==> config.mk <==
export PLATFORM = sky130hd
export DESIGN_NAME = json_decode_arbiter
export DESIGN_NICKNAME = d
export VERILOG_FILES = /design/src/rtl/json_hw_pkg.sv /design/src/rtl/rr_picker.sv /design/src/rtl/json_decode_arbiter.sv
export SDC_FILE = /design/constraint.sdc
export NUM_CORES = 1
export LEC_CHECK = 0
export ABC_CLOCK_PERIOD_IN_PS = 4950
export CAP_MARGIN = 10
export CORE_ASPECT_RATIO = 0.7
export CORE_UTILIZATION = 35
export CTS_BUF_LIST = sky130_fd_sc_hd__clkbuf_4
export DETAILED_ROUTE_END_ITERATION = 8
export MAX_ROUTING_LAYER = met4
export PLACE_DENSITY = 0.7
export SYNTH_ARGS = -nofsm -noshare
export SYNTH_HDL_FRONTEND = slang
export SYNTH_SLANG_ARGS = --single-unit
export TNS_END_PERCENT = 100
==> constraint.sdc <==
create_clock -name clk -period 4.95 [get_ports clk]
set_clock_uncertainty 0.15 [all_clocks]
set_input_delay 0.99 -clock clk [delete_from_list [all_inputs] [get_ports clk]]
set_output_delay 0.99 -clock clk [all_outputs]
set_load 0.005 [all_outputs]
==> src/rtl/json_hw_pkg.sv <==
// json_hw_pkg: shared types and codes for the JSON decode hardware
package json_hw_pkg;
  localparam int ERR_KIND_W = 4;
  localparam int IDX_MAX_W = 32;
  localparam logic [ERR_KIND_W-1:0] ERR_NONE = 4'h0;
  localparam logic [ERR_KIND_W-1:0] ERR_UNEXPECTED_CHAR = 4'h1;
  localparam logic [ERR_KIND_W-1:0] ERR_UNEXPECTED_END = 4'h2;
  localparam logic [ERR_KIND_W-1:0] ERR_BAD_NUMBER = 4'h3;
  localparam logic [ERR_KIND_W-1:0] ERR_BAD_STRING = 4'h4;
  localparam logic [ERR_KIND_W-1:0] ERR_BAD_ESCAPE = 4'h5;
  localparam logic [ERR_KIND_W-1:0] ERR_DEPTH = 4'h6;
  localparam logic [ERR_KIND_W-1:0] ERR_TRAILING = 4'h7;
  localparam logic [ERR_KIND_W-1:0] ERR_ARB_TIMEOUT = 4'hF;
  typedef enum logic [2:0] {IDLE, STREAM, DRAIN, WAIT_RSP, RSP} arb_state_t;
  typedef struct packed {
    logic ok;
    logic [ERR_KIND_W-1:0] kind;
    logic [IDX_MAX_W-1:0] idx;
  } dec_result_t;
endpackage

==> src/rtl/rr_picker.sv <==
// rr_picker: combinational round-robin pick of the first request at or after ptr
module rr_picker #(
  parameter int N = 4
) (
  input  logic [N-1:0]         req,
  input  logic [$clog2(N)-1:0] ptr,
  output logic [$clog2(N)-1:0] grant,
  output logic                 any
);
  localparam int W = $clog2(N);
  // scan from farthest to nearest so the nearest requester overwrites
  always_comb begin
    grant = '0;
    for (int k = N - 1; k >= 0; k--) begin
      if (req[W'((int'(ptr) + k) % N)]) grant = W'((int'(ptr) + k) % N);
    end
  end
  assign any = |req;
endmodule

==> src/rtl/json_decode_arbiter.sv <==
// json_decode_arbiter: round-robin document-level sharing of one JSON decoder
module json_decode_arbiter
  import json_hw_pkg::*;
#(
  parameter int N_REQ = 4,
  parameter int IDX_W = 16,
  parameter int TIMEOUT = 1024
) (
  input  logic                  clk,
  input  logic                  rst,
  input  logic [N_REQ-1:0]      req_valid,
  output logic [N_REQ-1:0]      req_ready,
  input  logic [N_REQ*8-1:0]    req_data,
  input  logic [N_REQ-1:0]      req_last,
  output logic                  dec_valid,
  input  logic                  dec_ready,
  output logic [7:0]            dec_data,
  output logic                  dec_last,
  output logic                  dec_abort,
  input  logic                  dec_done,
  input  logic                  dec_ok,
  input  logic [ERR_KIND_W-1:0] dec_err_kind,
  input  logic [IDX_W-1:0]      dec_err_idx,
  output logic [N_REQ-1:0]      rsp_valid,
  input  logic [N_REQ-1:0]      rsp_ready,
  output logic                  rsp_ok,
  output logic [ERR_KIND_W-1:0] rsp_err_kind,
  output logic [IDX_W-1:0]      rsp_err_idx,
  output logic                  busy
);
  localparam int PW = $clog2(N_REQ);
  localparam int CW = $clog2(TIMEOUT);
  localparam logic [CW-1:0] CNT_MAX = CW'(TIMEOUT - 1);
  localparam logic [PW-1:0] LAST_REQ = PW'(N_REQ - 1);
  arb_state_t state, nxt;
  logic [PW-1:0] owner, rr_ptr, pick;
  logic [CW-1:0] cnt;
  logic any, xfer, last_xfer, timeout, take_done;
  dec_result_t res;
  rr_picker #(.N(N_REQ)) u_pick (
    .req  (req_valid),
    .ptr  (rr_ptr),
    .grant(pick),
    .any  (any)
  );
  assign xfer = state == STREAM && req_valid[owner] && dec_ready;
  assign last_xfer = xfer && req_last[owner];
  assign take_done = dec_done && (state == STREAM || state == WAIT_RSP);
  assign timeout = state == WAIT_RSP && cnt == CNT_MAX && !dec_done;
  // owner's stream passes through in STREAM, is swallowed in DRAIN; result shown only in RSP
  always_comb begin
    req_ready = '0;
    req_ready[owner] = (state == STREAM && dec_ready) || state == DRAIN;
    rsp_valid = '0;
    rsp_valid[owner] = state == RSP;
    dec_valid = state == STREAM && req_valid[owner];
    dec_data = state == STREAM ? req_data[owner*8 +: 8] : '0;
    dec_last = state == STREAM && req_last[owner];
    dec_abort = timeout;
    rsp_ok = state == RSP && res.ok;
    rsp_err_kind = state == RSP ? res.kind : '0;
    rsp_err_idx = state == RSP ? res.idx[IDX_W-1:0] : '0;
    busy = state != IDLE;
  end
  // next-state: an early decoder result diverts to DRAIN unless the last byte goes this cycle
  always_comb begin
    nxt = state;
    unique case (state)
      IDLE:     nxt = any ? STREAM : IDLE;
      STREAM:   nxt = dec_done ? (last_xfer ? RSP : DRAIN) : (last_xfer ? WAIT_RSP : STREAM);
      DRAIN:    nxt = req_valid[owner] && req_last[owner] ? RSP : DRAIN;
      WAIT_RSP: nxt = dec_done || timeout ? RSP : WAIT_RSP;
      RSP:      nxt = rsp_ready[owner] ? IDLE : RSP;
      default:  nxt = IDLE;
    endcase
  end
  // state register
  always_ff @(posedge clk or posedge rst) begin
    if (rst) state <= IDLE;
    else state <= nxt;
  end
  // grant owner, rotate pointer past the finished owner, time the result, latch it
  always_ff @(posedge clk or posedge rst) begin
    if (rst) begin
      owner <= '0;
      rr_ptr <= '0;
      cnt <= '0;
      res <= '0;
    end else begin
      if (state == IDLE && any) owner <= pick;
      if (state == RSP && rsp_ready[owner]) rr_ptr <= owner == LAST_REQ ? '0 : owner + 1'b1;
      cnt <= last_xfer ? '0 : state == WAIT_RSP ? cnt + 1'b1 : cnt;
      if (take_done) res <= '{ok: dec_ok, kind: dec_err_kind, idx: IDX_MAX_W'(dec_err_idx)};
      else if (timeout) res <= '{ok: 1'b0, kind: ERR_ARB_TIMEOUT, idx: '1};
    end
  end
endmodule

**Word level (Yosys, flattened, before mapping)**

Index checks and enable logic that the tools add are counted.

- Shift-type cells: 1
- $add $sub $neg: 5
- Eq/ne operators: 6
- Reduce and logical (&&, ||, !) cells: 22
- Bitwise operators: 2
- Multiplexer cells: 40
- $lt $le $gt $ge: 6

Operators by type and width:

| operator | count |
|---|---|
| $mux W37 | 2 |
| $shiftx A32 B6 Y8 | 1 |
| $mux W10 | 2 |
| $lt A2 B4 Y1 const B | 4 |
| $mux W16 | 1 |
| $mux W3 | 5 |
| $pmux W3 S5 | 1 |
| $bmux W1 S2 | 7 |
| $logic_and A1 B1 Y1 | 13 |
| $mux W1 | 13 |
| $mux W2 | 6 |
| $add A10 B1 Y10 const B | 1 |
| $eq A10 B10 Y1 const B | 1 |
| $and A4 B4 Y4 | 2 |
| $mux W8 | 1 |
| $eq A3 B2 Y1 const B | 2 |
| $add A2 B1 Y2 const B | 2 |
| $add A2 B2 Y2 const B | 2 |
| $mux W4 | 1 |
| $reduce_bool A2 Y1 | 2 |
| $reduce_or A4 Y1 | 1 |
| $eq A3 B1 Y1 const B | 1 |
| $eq A3 B3 Y1 const B | 1 |
| $logic_not A3 Y1 | 1 |
| other kinds (7) | 9 |

- Output and inout bits: 41
- Word-level logic and storage cells: 89
- Register bits: 38
- Bits of input ports: 69

**Depth between registers and ports, before layout**

Gate-level depths: netlist of run 1.

- Word-level depth: 8
- Gate-level depth with buffers: 8
- Depth with buffers taken out: 6

**Modules after synthesis**

From an unflattened synthesis of run 1, not the netlist that was laid out.

- Cells, all modules: 263
- Area total of the unflattened synthesis: 2461.1 µm²

Modules (own cells, without submodules):

| module | times used | area each (µm²) | cells each | seq. area each (µm²) |
|---|---|---|---|---|
| json_decode_arbiter | 1 | 2383.5 | 250 | 950.9 |
| rr_picker | 1 | 77.6 | 13 | 0.0 |

**Least setup slack after synthesis of run 1**

No wires, ideal clock.

- Path kind: input to output
- Start: input req_valid[3]
- End: output dec_valid
- Data required time: 3810 ps
- Path buffers: 0
- Path slack: 2144 ps
- Arrival: 1666 ps
- Cell stages on the path: 2
- Cell sequence: mux4_2 -> and2_1

- Cells in the longest elaborated chain, start to end: 3

RTL lines:

| item | line | text |
|---|---|---|
| start: declaration | json_decode_arbiter.sv:11 | `input logic [N_REQ-1:0] req_valid,` |
| $bmux W1 S2 | json_decode_arbiter.sv:56 | `dec_valid = state == STREAM && req_valid[owner];` |
| $mux W1 (not written as such) | json_decode_arbiter.sv:56 |  |
| $logic_and A1 B1 Y1 | json_decode_arbiter.sv:56 |  |
| end: declaration | json_decode_arbiter.sv:15 | `output logic dec_valid,` |

Every way passes these cells. The select of a mux whose other input is x is not followed.

**Worst setup path after layout of run 1**

- Start: input req_valid[1]
- End: output dec_valid

The elaborated chain is that of the path after synthesis.

==> metrics.md, run 1 <==
| Metric | Value |
|---|---|
| Status | `finished clean` |
| Slew at the pin closest to its max-slew limit | `0.8402 ns` |
| Util after Layout | `56.40%` |
| Gate Count Post-Synth | `262` |
| Leakage | `0.001466 uW` |
| Footprint of the multi-input gates | `1335 sq um` |
| DRT Pass-1 Iters | `4` |
| Setup WS post-layout | `1.141 ns` |
| Placement Setup Slack | `1.149 ns` |
| Worst-path clk slew | `0.12 ns` |
| Drt drc | `0` |
| Total of fill cells in the finished design | `592` |
| Clock buffer count from CTS | `5` |
| H-tree lvl count | `2` |
| Pins Over Slew Limit | `0` |
| DR vias/cell | `4.801` |
| Gpl congestion | `0.7518` |
| Largest area contributor in the netlist | `dfrtp_1` |
| GRT Total Usage | `20.80%` |
| CTS root buffer | `clkbuf_4` |
| Die height | `71.15 um` |
| Setup Buffers After CTS | `0` |
| # setup viols final | `0` |
| HPWL Detailed | `4987 um` |
| Port Buf Inserts | `109` |
| DR iter-0 viols | `72` |
| RSZ-0062 raised after global routing | `no` |
| Area share of the leading cell type in the synthesized netlist | `39.77%` |
| Period minus WS final | `3.809 ns` |
| Worst Setup Path Type | `input port to primary output` |
| Routed wire length | `6714 um` |
| Rows | `24` |
| CTS tree | `built` |
| Post-route ant nets | `0` |
| Fin. Hold Viols | `0` |
| Initial Utilization | `37.38%` |
| Setup TNS | `0 ns` |
| Pin count of the biggest net entering global routing | `39` |
| Die width | `100.8 um` |
| Die Footprint | `7171 sq um` |
| Max Cap Viol | `0` |
| Vias in the first global route | `2,199` |
| Inserted Diodes | `0` |
| Gr ovfl total | `0` |
| Layout area overhead | `50.86%` |
| Max IR drop VDD | `181.1 uV` |
| # resized after CTS | `0` |
| Primary FF master, synth | `dfrtp_1` |
| Power Density | `450.5 nW/um^2` |
| I/O pins | `110` |
| Crit path launch type | `input port` |
| Area contributors post-synth | `dfrtp_1 (40%), and2_1 (10%), mux4_2 (10%), nor2_1 (7.8%), a21oi_1 (4.6%)` |
| Clk sinks | `38` |
| Arrival time at the worst endpoint | `2.67 ns` |
| First-pass GRT wire length | `10,960 um` |
| Top post-synthesis cells by count | `nor2_1 (50), and2_1 (40), dfrtp_1 (38)` |
| Mapped Area | `2391 sq um` |
| Number of library cell types mapped by synthesis | `40` |
| Share of cells above drive strength 1 | `6.831%` |
| Initial antenna violation count | `0` |
| Ys async rst share | `100.0%` |
| Hold Crit Class | `flop to flop` |
| Worst skew pair latency | `0.34 ns` |
| FF+latch count, synth | `38` |
| Vias | `2,194` |
| Register area share after synthesis | `39.77%` |
| Area after DPL | `3536 sq um` |
| Most common cell in the netlist | `nor2_1` |
| Fin area | `3607 sq um` |
| Wirelength per Cell | `14.69 um` |
| Number of flops mapped to enable cells by yosys | `0` |
| FMAX | `262.5 MHz` |
| Relative slew slack | `43.99%` |
| Core footprint | `6396 sq um` |
| Ratio of final minimum period to clock period | `76.96%` |
| Worst-path maximum fanout | `6` |
| Synthesis Warnings | `0` |
| Clk buf depth | `2` |
| Nets | `441` |
| Syn nets | `337` |
| Cts hold-fix bufs | `0` |
| Storage element area | `950.9 sq um` |
| Avg Cell Area, Syn | `9.126 sq um` |
| Critical Path End Type | `primary output` |
| Worst EP required | `3.81 ns` |
-- layer usage --
metal,up-vias,track usage (%),share of wire (%)
met1,1048,29.39,50
met2,45,30.82,46
met4,0,4.992,1.2
met5,-,-,0
li1,1094,-,-
met3,7,4.051,3.6
-- path summary, 6_finish.rpt --
kind                                    from   endpoint  slack, ns  cells after the start
worst max register to register      owner[0]   state[2]       2.34                      4
worst min register to register       res[33]    res[33]       0.35                      2
worst min-delay path                 res[33]    res[33]       0.35                      2
worst max-delay path            req_valid[1]  dec_valid       1.14                      4
min in group asynchronous                rst     cnt[6]       0.90                      3
max in group asynchronous                rst     cnt[9]       3.43                      3
-- layout by cell type, fill, tap and decap left out, drive strengths merged --
master         instances
clkdlybuf4s50        109
nor2                  50
and2                  40
dfrtp                 38
a21oi                 23
nand2                 18
mux4                  11
nor2b                  8
inv                    6
nand3                  6
ha                     6
xor2                   5
clkbuf                 5
nand4                  4
o21ai                  4
xnor2                  4
buf                    3
and3                   2
nor4                   2
a31oi                  2
nor3                   2
and4                   2
and4b                  1
nand2b                 1
and2b                  1
nand4b                 1
nor3b                  1
mux2                   1
or3                    1
or2                    1
a21o                   1
a21boi                 1
o22ai                  1
a221o                  1
o31ai                  1
o221ai                 1
bufinv                 1
clkinv                 1
-- worst max-delay path, stage by stage --
cell and delay [ns]:
clkdlybuf4s50_1 0.49, mux4_2 0.56, and2_1 0.18, clkdlybuf4s50_1 0.45
-- final cells by class --
type	count	share of cell area, %
multi-input cells	203	37.01
flip-flops and latches	38	26.36
clock inverters	2	0.9365
repair buffers	112	30.87
clock buffers	5	1.041
well taps	91	3.156
inverters	6	0.6243
-- logic make-up (layout without fill, tap and decap cells) --
logic type,after synthesis,after routing,share of synthesized area [%]
buf+inv,21,125,4.396
xor+xnor,9,9,3.296
compound gates,35,35,8.321
fa+ha+maj,6,6,3.140
mux,12,12,10.83
flops,38,38,39.77
simple gates,141,141,30.25
-- power breakdown --
group	switching (uW)	internal, uW	total [uW]
registers	161	457	618
clock network	103	102	205
logic	339	463	801
total	603	1020	1630
-- state kept, by name (all words and copies together) (netlist names) --
| name | flops |
|---|---|
| rr_ptr | 2 |
| state | 3 |
| res | 21 |
| cnt | 10 |
| owner | 2 |
-- per-stage QoR --
stage | power (uW) | std cells | hold slack (ns)
final | 1625 | 457 | 0.3516
after global routing | 1760 | 457 | 0.4088
after CTS | 1636 | 457 | 0.3550
after detailed placement | 1427 | 450 | 0.3279
after global placement | 1409 | 450 | 0.3232
after floorplan | 1083 | 262 | 0.3043
Power figures use the tool's default switching activity.
==> inputs of run 2 (changes only) <==
ABC_CLOCK_PERIOD_IN_PS = 3400   (was 4950)
PLACE_DENSITY = 0.72   (was 0.7)
clock period = 3.4 ns   (was 4.95 ns; I/O delays follow)
==> metrics.md, run 2 (synthesis gave the netlist of run 1 again) <==
| Metric | Value |
|---|---|
| Critical Path End Type | `primary output` |
| Share of cells above drive strength 1 | `7.838% (+1.0 points)` |
| Fin area | `3612 sq um (+0.14%)` |
| Cts hold-fix bufs | `0 (unchanged)` |
| Clk buf depth | `2 (unchanged)` |
| Core footprint | `6396 sq um (unchanged)` |
| Layout Cells excl Fill | `461 (+0.88%)` |
| Nets | `444 (+0.68%)` |
| RSZ-0062 raised after global routing | `no` |
| Port Buf Inserts | `109 (unchanged)` |
| First-pass GRT wire length | `11,070 um (+1.0%)` |
| Initial Utilization | `37.38% (unchanged)` |
| Routed wire length | `6731 um (+0.25%)` |
| Gr ovfl total | `0 (unchanged)` |
| Worst setup path endpoint | `dec_valid` |
| Die Footprint | `7171 sq um (unchanged)` |
| Layout area overhead | `51.07%` |
| Worst-path clk slew | `0.12 ns (about the same)` |
| Crit Reg-Reg Startpoint | `owner[0]` |
| # setup viols final | `0 (unchanged)` |
| Drt drc | `0 (unchanged)` |
| Inserted Diodes | `0 (unchanged)` |
| HPWL Detailed | `5123 um (+2.7%)` |
| Setup Buffers After CTS | `0 (unchanged)` |
| Setup TNS | `0 ns (unchanged)` |
| Commonest cells after routing, fill and taps aside | `clkdlybuf4s50_1 (109), nor2_1 (50), and2_1 (40), dfrtp_1 (38), a21oi_1 (22)` |
| Worst skew pair latency | `0.34 ns (about the same)` |
| Commonest non-fill, non-tap cell in the layout | `clkdlybuf4s50_1` |
| R2R Path End | `state[2]` |
| Worst EP required | `2.57 ns (-1.24 ns)` |
| H-tree lvl count | `2 (unchanged)` |
| Die width | `100.8 um (unchanged)` |
| Clk sinks | `38 (unchanged)` |
| Storage element area | `950.9 sq um (unchanged)` |
| Setup slack, reg-to-reg | `1.05 ns (-1.29 ns)` |
| FMAX | `312.6 MHz` |
| Vias in the first global route | `2,269 (+3.2%)` |
| Wirelength per Cell | `14.60 um (-0.62%)` |
| Worst Setup SP | `req_valid[3]` |
| Largest Register | `res` |
| I/O pins | `110 (unchanged)` |
| Vias | `2,232 (+1.7%)` |
| Max reg flops | `21 (unchanged)` |
| Initial antenna violation count | `0 (unchanged)` |
| FF-to-FF path depth | `5 (+1)` |
| Fin. Hold Viols | `0 (unchanged)` |
| Worst Setup Path Type | `input port to primary output` |
| Status | `finished clean` |
| Power Density | `645.8 nW/um^2 (+43%)` |
| Footprint of the multi-input gates | `1335 sq um (unchanged)` |
| GRT Total Usage | `20.72% (-0.075 points)` |
| Clock buffer count from CTS | `5 (unchanged)` |
| Crit path launch type | `input port` |
| Ratio of final minimum period to clock period | `94.08%` |
| Gpl congestion | `0.7840 (+4.3%)` |
| Biggest regs | `res (21), cnt (10), state (3)` |
| Worst-path maximum fanout | `5 (-1)` |
| Pin count of the biggest net entering global routing | `39 (unchanged)` |
| DR vias/cell | `4.842 (+0.85%)` |
| Pins Over Slew Limit | `0 (unchanged)` |
| Arrival time at the worst endpoint | `2.37 ns (-0.30 ns)` |
| Relative slew slack | `47.00% (+3.0 points)` |
| DR iter-0 viols | `121 (+68%)` |
| Period minus WS final | `3.199 ns` |
| CTS tree | `built` |
| Util after Layout | `56.47% (+0.078 points)` |
| Max IR drop VDD | `286.6 uV (+58%)` |
| Hold Crit Class | `flop to flop` |
| DRT Pass-1 Iters | `4 (unchanged)` |
| Leakage | `0.001471 uW (+0.34%)` |
| Slew at the pin closest to its max-slew limit | `0.7950 ns (-0.04520 ns)` |
| Post-route ant nets | `0 (unchanged)` |
| CTS root buffer | `clkbuf_4` |
| # resized after CTS | `0 (unchanged)` |
| Total of fill cells in the finished design | `550 (-7.1%)` |
| Placed instance count | `453 (+0.67%)` |
| Die height | `71.15 um (unchanged)` |
| Area after DPL | `3558 sq um (+0.64%)` |
| Rows | `24 (unchanged)` |
| Max Cap Viol | `0 (unchanged)` |
## run 2: changes by cell type in the layout (fill, tap and decap cells not counted)
cell | before | now
buf_4 | 3 | 6
bufinv_16 | 1 | 0
clkinv_2 | 0 | 1
clkinvlp_4 | 0 | 1
## run 2: worst min-delay path by stage
stage                     slack [ns]  cells after the start  startpoint      end
after floorplan                 0.30                      2     res[33]  res[33]
after global placement          0.32                      2     res[33]  res[33]
after detailed placement        0.33                      2     res[33]  res[33]
after CTS                       0.36                      2     res[33]  res[33]
after global routing            0.39                      2     res[33]  res[33]
final                           0.36                      2     res[33]  res[33]
## run 2: per-layer routing
layer	GRT usage [%]	wire length, um	vias up	share of wire [%]
li1	-	-	1097	-
met5	-	0	-	0
met3	4.545	279	10	4.1
met2	31.13	3127	56	46
met1	28.85	3249	1069	48
met4	4.348	74	0	1.1
## run 2: stage by stage
stage	power (uW)	setup slack, ns	hold slack (ns)
2_1_floorplan	1577	1.145	0.3043
3_3_place_gp	2088	0.2338	0.3216
3_5_place_dp	2110	0.1966	0.3280
4_1_cts	2346	0.1973	0.3611
5_1_grt	2524	0.1480	0.3880
6_report	2333	0.2014	0.3558
## run 2: worst max-delay path: stages
cell and delay, ns:
clkdlybuf4s50_1 0.48, mux4_2 0.58, and2_1 0.19, clkdlybuf4s50_1 0.44
## run 2: power breakdown
group	switching, uW	internal (uW)
sequential	211	666
clock	157	77.0
combinational	524	698
total	892	1440
## run 2: layout make-up
class	count	share of cell area, %
clock buffers	5	1.039
clock inverters	3	0.4503
inverters	6	0.6235
multi-input cells	203	36.96
flip-flops and latches	38	26.32
well taps	91	3.152
repair buffers	115	31.45
==> inputs of run 3 (changes only) <==
ABC_CLOCK_PERIOD_IN_PS = 3000   (was 3400)
DONT_BUFFER_PORTS = 1   (was unset)
PLACE_DENSITY = unset   (was 0.72)
clock period = 3 ns   (was 3.4 ns; I/O delays follow)
==> metrics.md, run 3 (synthesis gave the netlist of run 1 again) <==
| Metric | Value |
|---|---|
| Clk buf depth | `2 (unchanged)` |
| Power Density | `937.0 nW/um^2 (+45%)` |
| Hold slack | `0.09972 ns (-0.2560 ns)` |
| Fin. Hold Viols | `0 (unchanged)` |
| Initial antenna violation count | `0 (unchanged)` |
| Ratio of final minimum period to clock period | `85.31%` |
| Initial Utilization | `37.38% (unchanged)` |
| Gr ovfl total | `0 (unchanged)` |
| DRT Pass-1 Iters | `4 (unchanged)` |
| Period minus WS final | `2.559 ns` |
| Inserted Diodes | `0 (unchanged)` |
| Pwr Total | `2414 uW (+3.5%)` |
| DR iter-0 viols | `92 (-24%)` |
| H-tree lvl count | `2 (unchanged)` |
| I/O pins | `110 (unchanged)` |
| Routed wire length | `5410 um (-20%)` |
| Setup TNS | `0 ns (unchanged)` |
| Commonest non-fill, non-tap cell in the layout | `nor2_1` |
| Layout area overhead | `7.745%` |
| Rows | `24 (unchanged)` |
| Worst-path clk slew | `0.12 ns (about the same)` |
| CTS root buffer | `clkbuf_4` |
| Status | `finished clean` |
| Slowest CP cell | `dfrtp_1` |
| GRT Total Usage | `16.59% (-4.1 points)` |
| # setup viols final | `0 (unchanged)` |
| Vias | `1,820 (-18%)` |
| P_sw | `921.9 uW (+3.3%)` |
| Worst path buffer plus inverter count | `1 (-1)` |
| Clk sinks | `38 (unchanged)` |
| Commonest cells after routing, fill and taps aside | `nor2_1 (50), and2_1 (40), dfrtp_1 (38), a21oi_1 (22), nand2_1 (18)` |
| Setup slack, reg-to-reg | `0.79 ns (-0.26 ns)` |
| Worst-path maximum fanout | `7 (+2)` |
| Arrival time at the worst endpoint | `1.81 ns (-0.56 ns)` |
| Leakage | `0.001092 uW (-26%)` |
| Die width | `100.8 um (unchanged)` |
| Gpl congestion | `0.8054 (+2.7%)` |
| Largest Register | `res` |
| Worst path max stage delay | `0.55 ns (-0.03 ns)` |
| Worst Setup Path Type | `flop to primary output` |
| Pin count of the biggest net entering global routing | `39 (unchanged)` |
| Setup Buffers After CTS | `0 (unchanged)` |
| Relative slew slack | `46.31% (-0.69 points)` |
| Wirelength per Cell | `15.33 um (+5.0%)` |
| HPWL Detailed | `3975 um (-22%)` |
| Slew at the pin closest to its max-slew limit | `0.8054 ns (+0.01040 ns)` |
| Comb pwr share | `41.5% (-11 points)` |
| Hold Crit Class | `input port to asynchronous set/reset pin` |
| Drt drc | `0 (unchanged)` |
| Internal power | `1492 uW (+3.6%)` |
| Cts hold-fix bufs | `0 (unchanged)` |
| Port Buf Inserts | `0 (-100%)` |
| FMAX | `390.7 MHz` |
| Sw frac | `38.19% (-0.052 points)` |
| DR vias/cell | `5.156 (+6.5%)` |
| Biggest regs | `res (21), cnt (10), state (3)` |
| # resized after CTS | `0 (unchanged)` |
| First-pass GRT wire length | `8859 um (-20%)` |
| Pins Over Slew Limit | `0 (unchanged)` |
| Post-route ant nets | `0 (unchanged)` |
| Critical Path End Type | `primary output` |
| CTS tree | `built` |
| Max Cap Viol | `0 (unchanged)` |
| FF-to-FF path depth | `7 (+2)` |
| Crit path cell chain | `buf_4 > mux4_2 > and2_1` |
| Die Footprint | `7171 sq um (unchanged)` |
| Clock buffer count from CTS | `5 (unchanged)` |
| Nets | `336 (-24%)` |
| Crit path launch type | `flop` |
| Vias in the first global route | `1,834 (-19%)` |
| Die height | `71.15 um (unchanged)` |
| Critical Path Stages | `3 (-1)` |
| Top Family by Delay on Critical Path | `flip-flops` |
| Share of cells above drive strength 1 | `11.45% (+3.6 points)` |
| Flop pwr share | `40.8% (+3.2 points)` |
| Core footprint | `6396 sq um (unchanged)` |
| Total of fill cells in the finished design | `636 (+16%)` |
| Worst EP required | `2.25 ns (-0.32 ns)` |
| Max IR drop VDD | `356.1 uV (+24%)` |
| Clk pwr share | `17.8% (+7.8 points)` |
| Worst skew pair latency | `0.34 ns (about the same)` |
| RSZ-0062 raised after global routing | `no` |
| Max reg flops | `21 (unchanged)` |
-- run 3: changes by cell type in the layout (fill, tap and decap cells not counted), sizes merged --
cell	change
clkdlybuf4s50	-109
clkinv	-1
bufinv	+2
clkinvlp	-1
buf	+1
-- run 3: final cells by class --
type / instances / area (sq um) / area share, %
multi-input cells: 203 / 1335 / 51.82
flip-flops and latches: 38 / 950.9 / 36.91
well taps: 91 / 113.9 / 4.420
clock inverters: 3 / 63.81 / 2.477
repair buffers: 7 / 52.55 / 2.040
clock buffers: 5 / 37.54 / 1.457
inverters: 6 / 22.52 / 0.8742
-- run 3: power groups by stage --
stage               combinational (uW)  clock [uW]  sequential, uW
floorplan                          895           0             892
global placement                  1000           0             983
detailed placement                1010           0             990
CTS                               1020         442             983
global route                      1140         460            1030
finish                            1000         429             984
-- run 3: final timing paths --
kind | endpoint | from
worst min-delay path | res[4] | rst
worst max-delay path | dec_data[7] | owner[0]
worst min register to register | res[33] | res[33]
worst max register to register | state[1] | state[0]
min in group clk | res[33] | dec_err_kind[1]
max in group asynchronous | owner[0] | rst
-- run 3: worst reg2reg max path, delay by kind of cell, from the launching register on --
kind            cells  cell delay (ns)
simple gates        4             0.93
flops               1             0.54
fa+ha+maj           1             0.26
buf+inv             1             0.15
compound gates      1             0.08
-- run 3: metal layers --
metal / track usage [%] / wire length, um
met3: 4.348 / 336
met5: - / 0
met4: 4.026 / 52
met1: 22.32 / 2585
met2: 25.04 / 2436
-- run 3: metrics by stage --
step | util (%) | cells | cell area (sq um) | worst slack (ns)
after floorplan | - | 262 | 2391 | 0.8245
after global placement | 38.69 | 345 | 2475 | 0.8129
after detailed placement | 38.69 | 345 | 2475 | 0.7911
after CTS | 40.28 | 353 | 2576 | 0.3949
after global routing | 40.28 | 353 | 2576 | 0.3200
final | 40.28 | 353 | 2576 | 0.4407
